[src/rtl/uart_arb_pkg.sv]
// Shared types and helpers for the message-level UART transmit arbiter.
package uart_arb_pkg;

    localparam int UART_ARB_MAX_N = 8;

    typedef enum logic [1:0] {
        IDLE,
        ACCEPT,
        ISSUE,
        BUSY
    } arb_state_t;

    // Round-robin successor of idx in a ring of n slots.
    function automatic int rr_next(input int idx, input int n);
        return (idx + 1 >= n) ? 0 : idx + 1;
    endfunction

endpackage

[src/rtl/uart_tx_arbiter_rr_pick.sv]
// Combinational round-robin picker: first asserted req at or after ptr wins.
module rr_pick
    import uart_arb_pkg::*;
#(
    parameter int N  = 4,
    parameter int PW = 2
) (
    input  logic [N-1:0]  req,
    input  logic [PW-1:0] ptr,
    output logic [N-1:0]  win,
    output logic          any
);

    logic found;
    int   idx;

    always_comb begin
        win   = '0;
        any   = |req;
        found = 1'b0;
        idx   = 0;
        for (int k = 0; k < N; k++) begin
            idx = int'(ptr) + k;
            if (idx >= N) idx = idx - N;
            if (!found && req[idx]) begin
                win[idx] = 1'b1;
                found    = 1'b1;
            end
        end
    end

endmodule

[src/rtl/uart_tx_arbiter.sv]
// Locks one uart_tx to a single requester per message, round-robin between messages.
// Optional stall timeout is built when UART_ARB_TIMEOUT_EN is defined.
module uart_tx_arbiter
    import uart_arb_pkg::*;
#(
    parameter int N              = 4,
    parameter int TIMEOUT_CYCLES = 1_000_000
) (
    input  logic           clk,
    input  logic           rst_n,
    input  logic [N-1:0]   req_valid,
    input  logic [8*N-1:0] req_data,
    input  logic [N-1:0]   req_last,
    output logic [N-1:0]   req_ready,
    output logic [N-1:0]   grant,
    output logic [7:0]     tx_data,
    output logic           tx_valid,
    input  logic           tx_ready,
    output logic           timeout
);

    localparam int PW = $clog2(N);

    if (N < 2 || N > UART_ARB_MAX_N || TIMEOUT_CYCLES < 1) begin : g_bad_cfg
        $error("uart_tx_arbiter: unsupported N or TIMEOUT_CYCLES");
    end

    arb_state_t    state;
    logic [PW-1:0] ptr;
    logic [PW-1:0] g_idx;
    logic          last_q;
    logic [N-1:0]  win;
    logic          any;
    logic [PW-1:0] win_idx;
    logic          xfer;

    rr_pick #(.N(N), .PW(PW)) u_pick (
        .req (req_valid),
        .ptr (ptr),
        .win (win),
        .any (any)
    );

    always_comb begin
        win_idx = '0;
        for (int i = 0; i < N; i++)
            if (win[i]) win_idx = PW'(i);
    end

    // req_ready is only ever set for the owner, so this is the owner's handshake.
    assign xfer = |(req_valid & req_ready);

`ifdef UART_ARB_TIMEOUT_EN
    localparam int CW = $clog2(TIMEOUT_CYCLES + 1);
    logic [CW-1:0] stall_cnt;
    logic          timeout_q;
    assign timeout = timeout_q;
`else
    assign timeout = 1'b0;
`endif

    always_ff @(posedge clk or negedge rst_n) begin
        if (!rst_n) begin
            state     <= IDLE;
            ptr       <= '0;
            g_idx     <= '0;
            last_q    <= 1'b0;
            grant     <= '0;
            req_ready <= '0;
            tx_data   <= 8'h00;
            tx_valid  <= 1'b0;
`ifdef UART_ARB_TIMEOUT_EN
            stall_cnt <= '0;
            timeout_q <= 1'b0;
`endif
        end else begin
            tx_valid <= 1'b0;
`ifdef UART_ARB_TIMEOUT_EN
            timeout_q <= 1'b0;
`endif
            case (state)
                IDLE: begin
                    if (any) begin
                        grant     <= win;
                        req_ready <= win;
                        g_idx     <= win_idx;
                        state     <= ACCEPT;
                    end
                end
                ACCEPT: begin
                    if (xfer) begin
                        tx_data   <= req_data[8*g_idx +: 8];
                        last_q    <= req_last[g_idx];
                        req_ready <= '0;
                        state     <= ISSUE;
`ifdef UART_ARB_TIMEOUT_EN
                        stall_cnt <= '0;
`endif
                    end
`ifdef UART_ARB_TIMEOUT_EN
                    // Silent owner: drop the lock as if its last byte had gone out.
                    else if (stall_cnt == CW'(TIMEOUT_CYCLES - 1)) begin
                        req_ready <= '0;
                        grant     <= '0;
                        ptr       <= PW'(rr_next(int'(g_idx), N));
                        stall_cnt <= '0;
                        timeout_q <= 1'b1;
                        state     <= IDLE;
                    end else begin
                        stall_cnt <= stall_cnt + 1'b1;
                    end
`endif
                end
                ISSUE: begin
                    if (tx_ready) begin
                        tx_valid <= 1'b1;
                        state    <= BUSY;
                    end
                end
                BUSY: begin
                    // Wait for the UART to take the byte so it is never issued twice.
                    if (!tx_ready) begin
                        if (last_q) begin
                            grant <= '0;
                            ptr   <= PW'(rr_next(int'(g_idx), N));
                            state <= IDLE;
                        end else begin
                            req_ready <= grant;
                            state     <= ACCEPT;
                        end
                    end
                end
                default: state <= IDLE;
            endcase
        end
    end

endmodule

[config.mk]
export PLATFORM = sky130hd
export DESIGN_NAME = uart_tx_arbiter
export DESIGN_NICKNAME = d
export VERILOG_FILES = /design/src/rtl/uart_arb_pkg.sv /design/src/rtl/uart_tx_arbiter_rr_pick.sv /design/src/rtl/uart_tx_arbiter.sv
export SDC_FILE = /design/constraint.sdc
export NUM_CORES = 1
export LEC_CHECK = 0
export CORE_MARGIN = 4
export CORE_UTILIZATION = 45
export CTS_BUF_LIST = sky130_fd_sc_hd__clkbuf_8
export CTS_CLUSTER_DIAMETER = 50
export DETAILED_ROUTE_END_ITERATION = 12
export GPL_ROUTABILITY_DRIVEN = 0
export PLACE_DENSITY = 0.81
export SYNTH_ARGS = -nofsm -noshare
export SYNTH_HDL_FRONTEND = slang
export SYNTH_SLANG_ARGS = --single-unit
export TNS_END_PERCENT = 50
[constraint.sdc]
create_clock -name clk -period 2.8 [get_ports clk]
set_input_delay 0.42 -clock clk [delete_from_list [all_inputs] [get_ports clk]]
set_output_delay 0.42 -clock clk [all_outputs]
set_load 0.005 [all_outputs]
== Word level (Yosys, flattened, before mapping) ==
Cells that the tools add are included.
Word-level totals
  register bits: 24
  latch bits: 0
  RAM bits: 0
  memory bits (read-only): 0
  bits of input ports: 43
  output and inout port bits: 18
  word-level logic and storage cells: 119
  memories: 0
Cells by class
  $add $sub $neg: 8
  $mul: 0
  divide/modulo/power cells: 0
  magnitude comparators: 14
  equality and inequality tests: 9
  shift operators: 1
  multiplexer cells: 53
  bitwise gates (word level): 5
  reduce and logical (&&, ||, !) cells: 21
Operators by type and width (number)
  >= comparator 32 x 1 -> 1 bit, second input constant: 4
  less-than comparator 32 x 4 -> 1 bit, second input constant: 4
  2-to-1 mux 32 bit: 4
  >= comparator 32 x 4 -> 1 bit, second input constant: 3
  subtractor 32 x 4 -> 32 bit, second input constant: 3
  2-to-1 mux 4 bit: 10
  variable part select 32 x 6 -> 8 bit: 1
  2-to-1 mux 1 bit: 20
  2-to-1 mux 2 bit: 7
  != test 2 bit, second input constant: 6
  bitwise OR 4 bit: 3
  one-hot mux 4 bit (3 select lines): 1
  binary-select mux 1 bit (select 2 bit): 5
  demux 1 bit (select 2 bit): 4
  one-hot mux 2 bit (4 select lines): 1
  one-hot mux 4 bit (2 select lines): 1
  AND reduction 4 bit: 2
  OR reduction 4 bit: 2
  logical AND 1 bit: 7
  adder 2 x 1 -> 3 bit, second input constant: 2
  adder 2 x 2 -> 3 bit, second input constant: 2
  AND reduction 5 bit: 1
  AND 4 bit: 1
  equality test 2 bit, second input constant: 2
  12 further kinds: 15

== Depth between registers and ports, before layout ==
  depth after elaboration: 18
  gate-level depth with buffers: 9
  gate-level depth less buffers: 8

== Cells and area by module ==
Synthesis repeated with hierarchy kept, for this count alone.
Second synthesis, totals
  cell total of the unflattened synthesis: 142
  area, all modules: 1699.1 µm²
By module, submodules not included
  uart_tx_arbiter: instances 1, cells each 103, area each 1333.8 µm², sequential area each 600.6 µm²
  rr_pick: instances 1, cells each 39, area each 365.4 µm², sequential area each 0.0 µm²

== Worst setup path after synthesis ==
Ideal clock, no wire load.
  path type: reg-to-reg
  from: register ptr[0]
  to: register req_ready[3]
  setup time: 0.132 ns
  arrival time: 2.211 ns
  data required time: 2.668 ns
  setup slack: 0.456 ns
  stages on the path, launching flop included: 10
  buffers on the path: 1
  cell sequence: dfrtp_1 -> buf_6 -> inv_1 -> ha_1 -> mux4_2 -> nand2_1 -> o21ai_1 -> a221o_2 -> a221oi_2 -> a21oi_1
On the way
  longest elaborated chain between the ends: 17
  elaborated cells between the ends (all ways): 65
RTL lines
  start, declared: line uart_tx_arbiter.sv:29  | logic [PW-1:0] ptr;
  start signal, assigned: line uart_tx_arbiter.sv:125  | ptr <= PW'(rr_next(int'(g_idx), N));
  branches (longest 14 deep; another with subtractor 32 x 4 -> 32 bit)
  2-to-1 mux 4 bit (*): line uart_tx_arbiter_rr_pick.sv:25  | if (!found && req[idx]) begin
  2-to-1 mux 4 bit (*): line uart_tx_arbiter.sv:83  | if (any) begin
  one-hot mux 4 bit (3 select lines) (*): line uart_tx_arbiter.sv:81  | case (state)
  end signal, assigned: line uart_tx_arbiter.sv:85  | req_ready <= win;
  end signal, assigned: line uart_tx_arbiter.sv:128  | req_ready <= grant;
  end, declared: line uart_tx_arbiter.sv:14  | output logic [N-1:0] req_ready,
Every way passes the cells marked *. The select of a mux whose other input is x is not followed.
A chain may end at the register's enable or synchronous reset.

== Worst setup path after layout ==
  from: register ptr[0]
  to: register req_ready[2]
Same word-level chain as after synthesis.

==> flow_metrics.env <==
export IMPL_setup_violations=0
export IMPL_dp_hpwl_mm=3.44
export IMPL_cts_repair_resized=0
export IMPL_drt_total_wl_mm=4.38
export IMPL_setup_worst_path_start="ptr[0]"
export IMPL_wl_met3_um=230
export IMPL_dieArea_um2=4720
export IMPL_grt_usage=0.193
export IMPL_ys_types=39
export IMPL_cts_setup_buffers=0
export IMPL_ys_ff_latch=24
export IMPL_drc_errors=0
export IMPL_final_nets=263
export IMPL_clockRootBuffer="clkbuf_8"
export IMPL_routed_top_layer="met4"
export IMPL_grt_pass1_vias=1493
export IMPL_slew_viol_final=0
export IMPL_synth_top_cells_by_area="dfrtp_1 36%, mux4_2 15%, ha_1 8.3%"
export IMPL_regArea_um2=601
export IMPL_clk_path_buf_depth=2
export IMPL_port_buffers=59
export IMPL_cp_arrival_ns=2.51
export IMPL_ant_nets=0
export IMPL_end_kind="flip-flop"
export IMPL_finalCritPeriodShare=0.845
export IMPL_cts_tree="built"
export IMPL_fmax_ghz=0.423
export IMPL_total_power_w=0.00239
export IMPL_worst_skew_pair_late_latency_ns=0.26
export IMPL_hp_class="in2async"
export IMPL_start_util=0.482
export IMPL_min_period_ns=2.37
export IMPL_yosys_most_used_dff="dfrtp_1"
export IMPL_cts_buffers=3
export IMPL_wl_per_cell_um=17.3
export IMPL_yosys_top_cells_count="24 x dfrtp_1, 14 x nand2_1"
export IMPL_wl_met2_mm=2.45
export IMPL_fp_dieH_um=68.7
export IMPL_r2r_start="ptr[0]"
export IMPL_rsz0062_at_grt="false"
export IMPL_gr_total_overflow=0
export IMPL_clkSinkCount=24
export IMPL_grt_pass1_wl_mm=6.86
export IMPL_dieWidth_um=68.7
export IMPL_num_rows=21
export IMPL_cts_hold_buffers=0
export IMPL_met1_length_mm=1.65
export IMPL_layout_area_overhead_vs_synth_pct=40.8
export IMPL_yosysTopAreaCell="dfrtp_1"
export IMPL_tns_ns=0
export IMPL_worstSetupStartpointType="flip-flop"
export IMPL_power_density_nw_per_um2=1030
export IMPL_ys_warn_count=0
export IMPL_cp_required_ns=2.94
export IMPL_synth_most_common_cell="dfrtp_1"
export IMPL_relSlewSlack=0.570
export IMPL_outcome="finished clean"
export IMPL_ys_async_sr_fraction=1.00
export IMPL_cts_clk_slew_worst_paths_ns=0.08
export IMPL_ios=61
export IMPL_drive_gt1_frac=0.184
export IMPL_synth_cell_area_um2=1660
export IMPL_p_leak_nw=0.972
export IMPL_h_tree_depth=1
export IMPL_drt_iter0_drc=143
export IMPL_netlist_instances=148
export IMPL_synth_top_area_share=0.362
export IMPL_core_area_um2=3440
export IMPL_ff2ff_path_depth=8
export IMPL_ys_seq_area_frac=0.362
export IMPL_antenna_found_initial=0
export IMPL_vias_per_cell=5.82
export IMPL_n_fill_cell=271
export IMPL_cp_max_fo=5
export IMPL_syn_nets=202
export IMPL_multi_input_area_um2=982
export IMPL_synth_edff_count=0
export IMPL_peakVddDrop_mv=0.497
export IMPL_synth_area_per_cell_um2=11.2
export IMPL_fin_worst_skew_ns=0.00116
export IMPL_grt_max_degree=25
export IMPL_tightest_slew_ns=0.645
export IMPL_dr_pass1_iters=4
export IMPL_drv_cap=0
export IMPL_via_count=1472
export IMPL_hold_viol_final=0
export IMPL_crit_type="reg2reg"
export IMPL_antenna_cells=0
==> metal layers <==
| layer | vias up | track usage |
|---|---|---|
| met2 | 51 | 0.346 |
| li1 | 677 | - |
| met3 | 4 | 0.0324 |
| met1 | 740 | 0.242 |
| met5 | - | 0 |
| met4 | 0 | 0.0462 |
==> layout make-up <==
cell class | instances | share of cell area
Clock buffer | 3 | 0.0177
Sequential cell | 24 | 0.257
Timing Repair Buffer | 62 | 0.262
Tap cell | 46 | 0.0246
Inverter | 11 | 0.0177
Multi-Input combinational cell | 107 | 0.420
==> worst max-delay path, stage by stage (launching register included) <==
cell and delay (ns):
dfrtp_1 0.35, inv_1 0.09, ha_1 0.37, mux4_2 0.59, nand2_1 0.10, o21ai_1 0.06
a221o_2 0.34, a221oi_2 0.26, a21oi_1 0.08
==> report_power, final <==
part / internal (W) / leakage, nW / switching (W) / total, W
clock: 0.0000963 / 0.0216 / 0.000106 / 0.000202
sequential: 0.000517 / 0.294 / 0.000177 / 0.000695
combinational: 0.000817 / 0.656 / 0.000682 / 0.00150
total: 0.00143 / 0.972 / 0.000964 / 0.00239
==> registers in the layout, summed over array words and instances, names as in the netlist <==
register,count
tx_valid,1
last_q,1
ptr,2
tx_data,8
grant,4
req_ready,4
g_idx,2
state,2
==> worst paths after layout <==
kind                       slack, ns            to
min reg2reg                     0.52    tx_data[7]
min in group clk                0.52    tx_data[7]
max                             0.43  req_ready[2]
max in group asynchronous       2.05    tx_data[7]
max reg2reg                     0.43  req_ready[2]
min                             0.51  req_ready[0]
==> cells in the final DEF, fill, tap and decap left out, types with 2 or more instances in the layout <==
cell type,n
clkdlybuf4s50_1,59
dfrtp_1,24
nand2_1,14
inv_1,11
mux2_2,11
mux4_2,11
ha_1,11
nor2_1,9
a21oi_1,6
o21ai_0,4
o21ai_1,4
a22o_1,3
o31ai_1,3
clkbuf_8,3
buf_4,3
and3b_2,2
nor3b_1,2
a221o_2,2
a22oi_1,2
nand3_1,2
a221o_1,2
nor2b_1,2
a221oi_1,2
a221oi_2,2
==> through the flow <==
stage,instance area (um2),utilization,cells,worst slack (ns),hold WS [ns]
after global routing,2340,0.679,253,0.304,0.537
final,2340,0.679,253,0.434,0.513
after global placement,2290,0.667,250,0.343,0.491
after CTS,2340,0.679,253,0.456,0.519
after detailed placement,2290,0.667,250,0.266,0.498
after floorplan,1660,-,148,0.456,0.124
==> kinds of logic (layout without fill, tap and decap cells) <==
| kind of cell | after synthesis | in the layout | share of synthesized area |
|---|---|---|---|
| flops | 24 | 24 | 0.362 |
| other cells | 1 | 1 | 0.00226 |
| simple gates | 36 | 36 | 0.108 |
| buf+inv | 17 | 76 | 0.0460 |
| mux | 22 | 22 | 0.224 |
| compound gates | 37 | 37 | 0.175 |
| fa+ha+maj | 11 | 11 | 0.0830 |
Power figures use the tool's default switching activity.
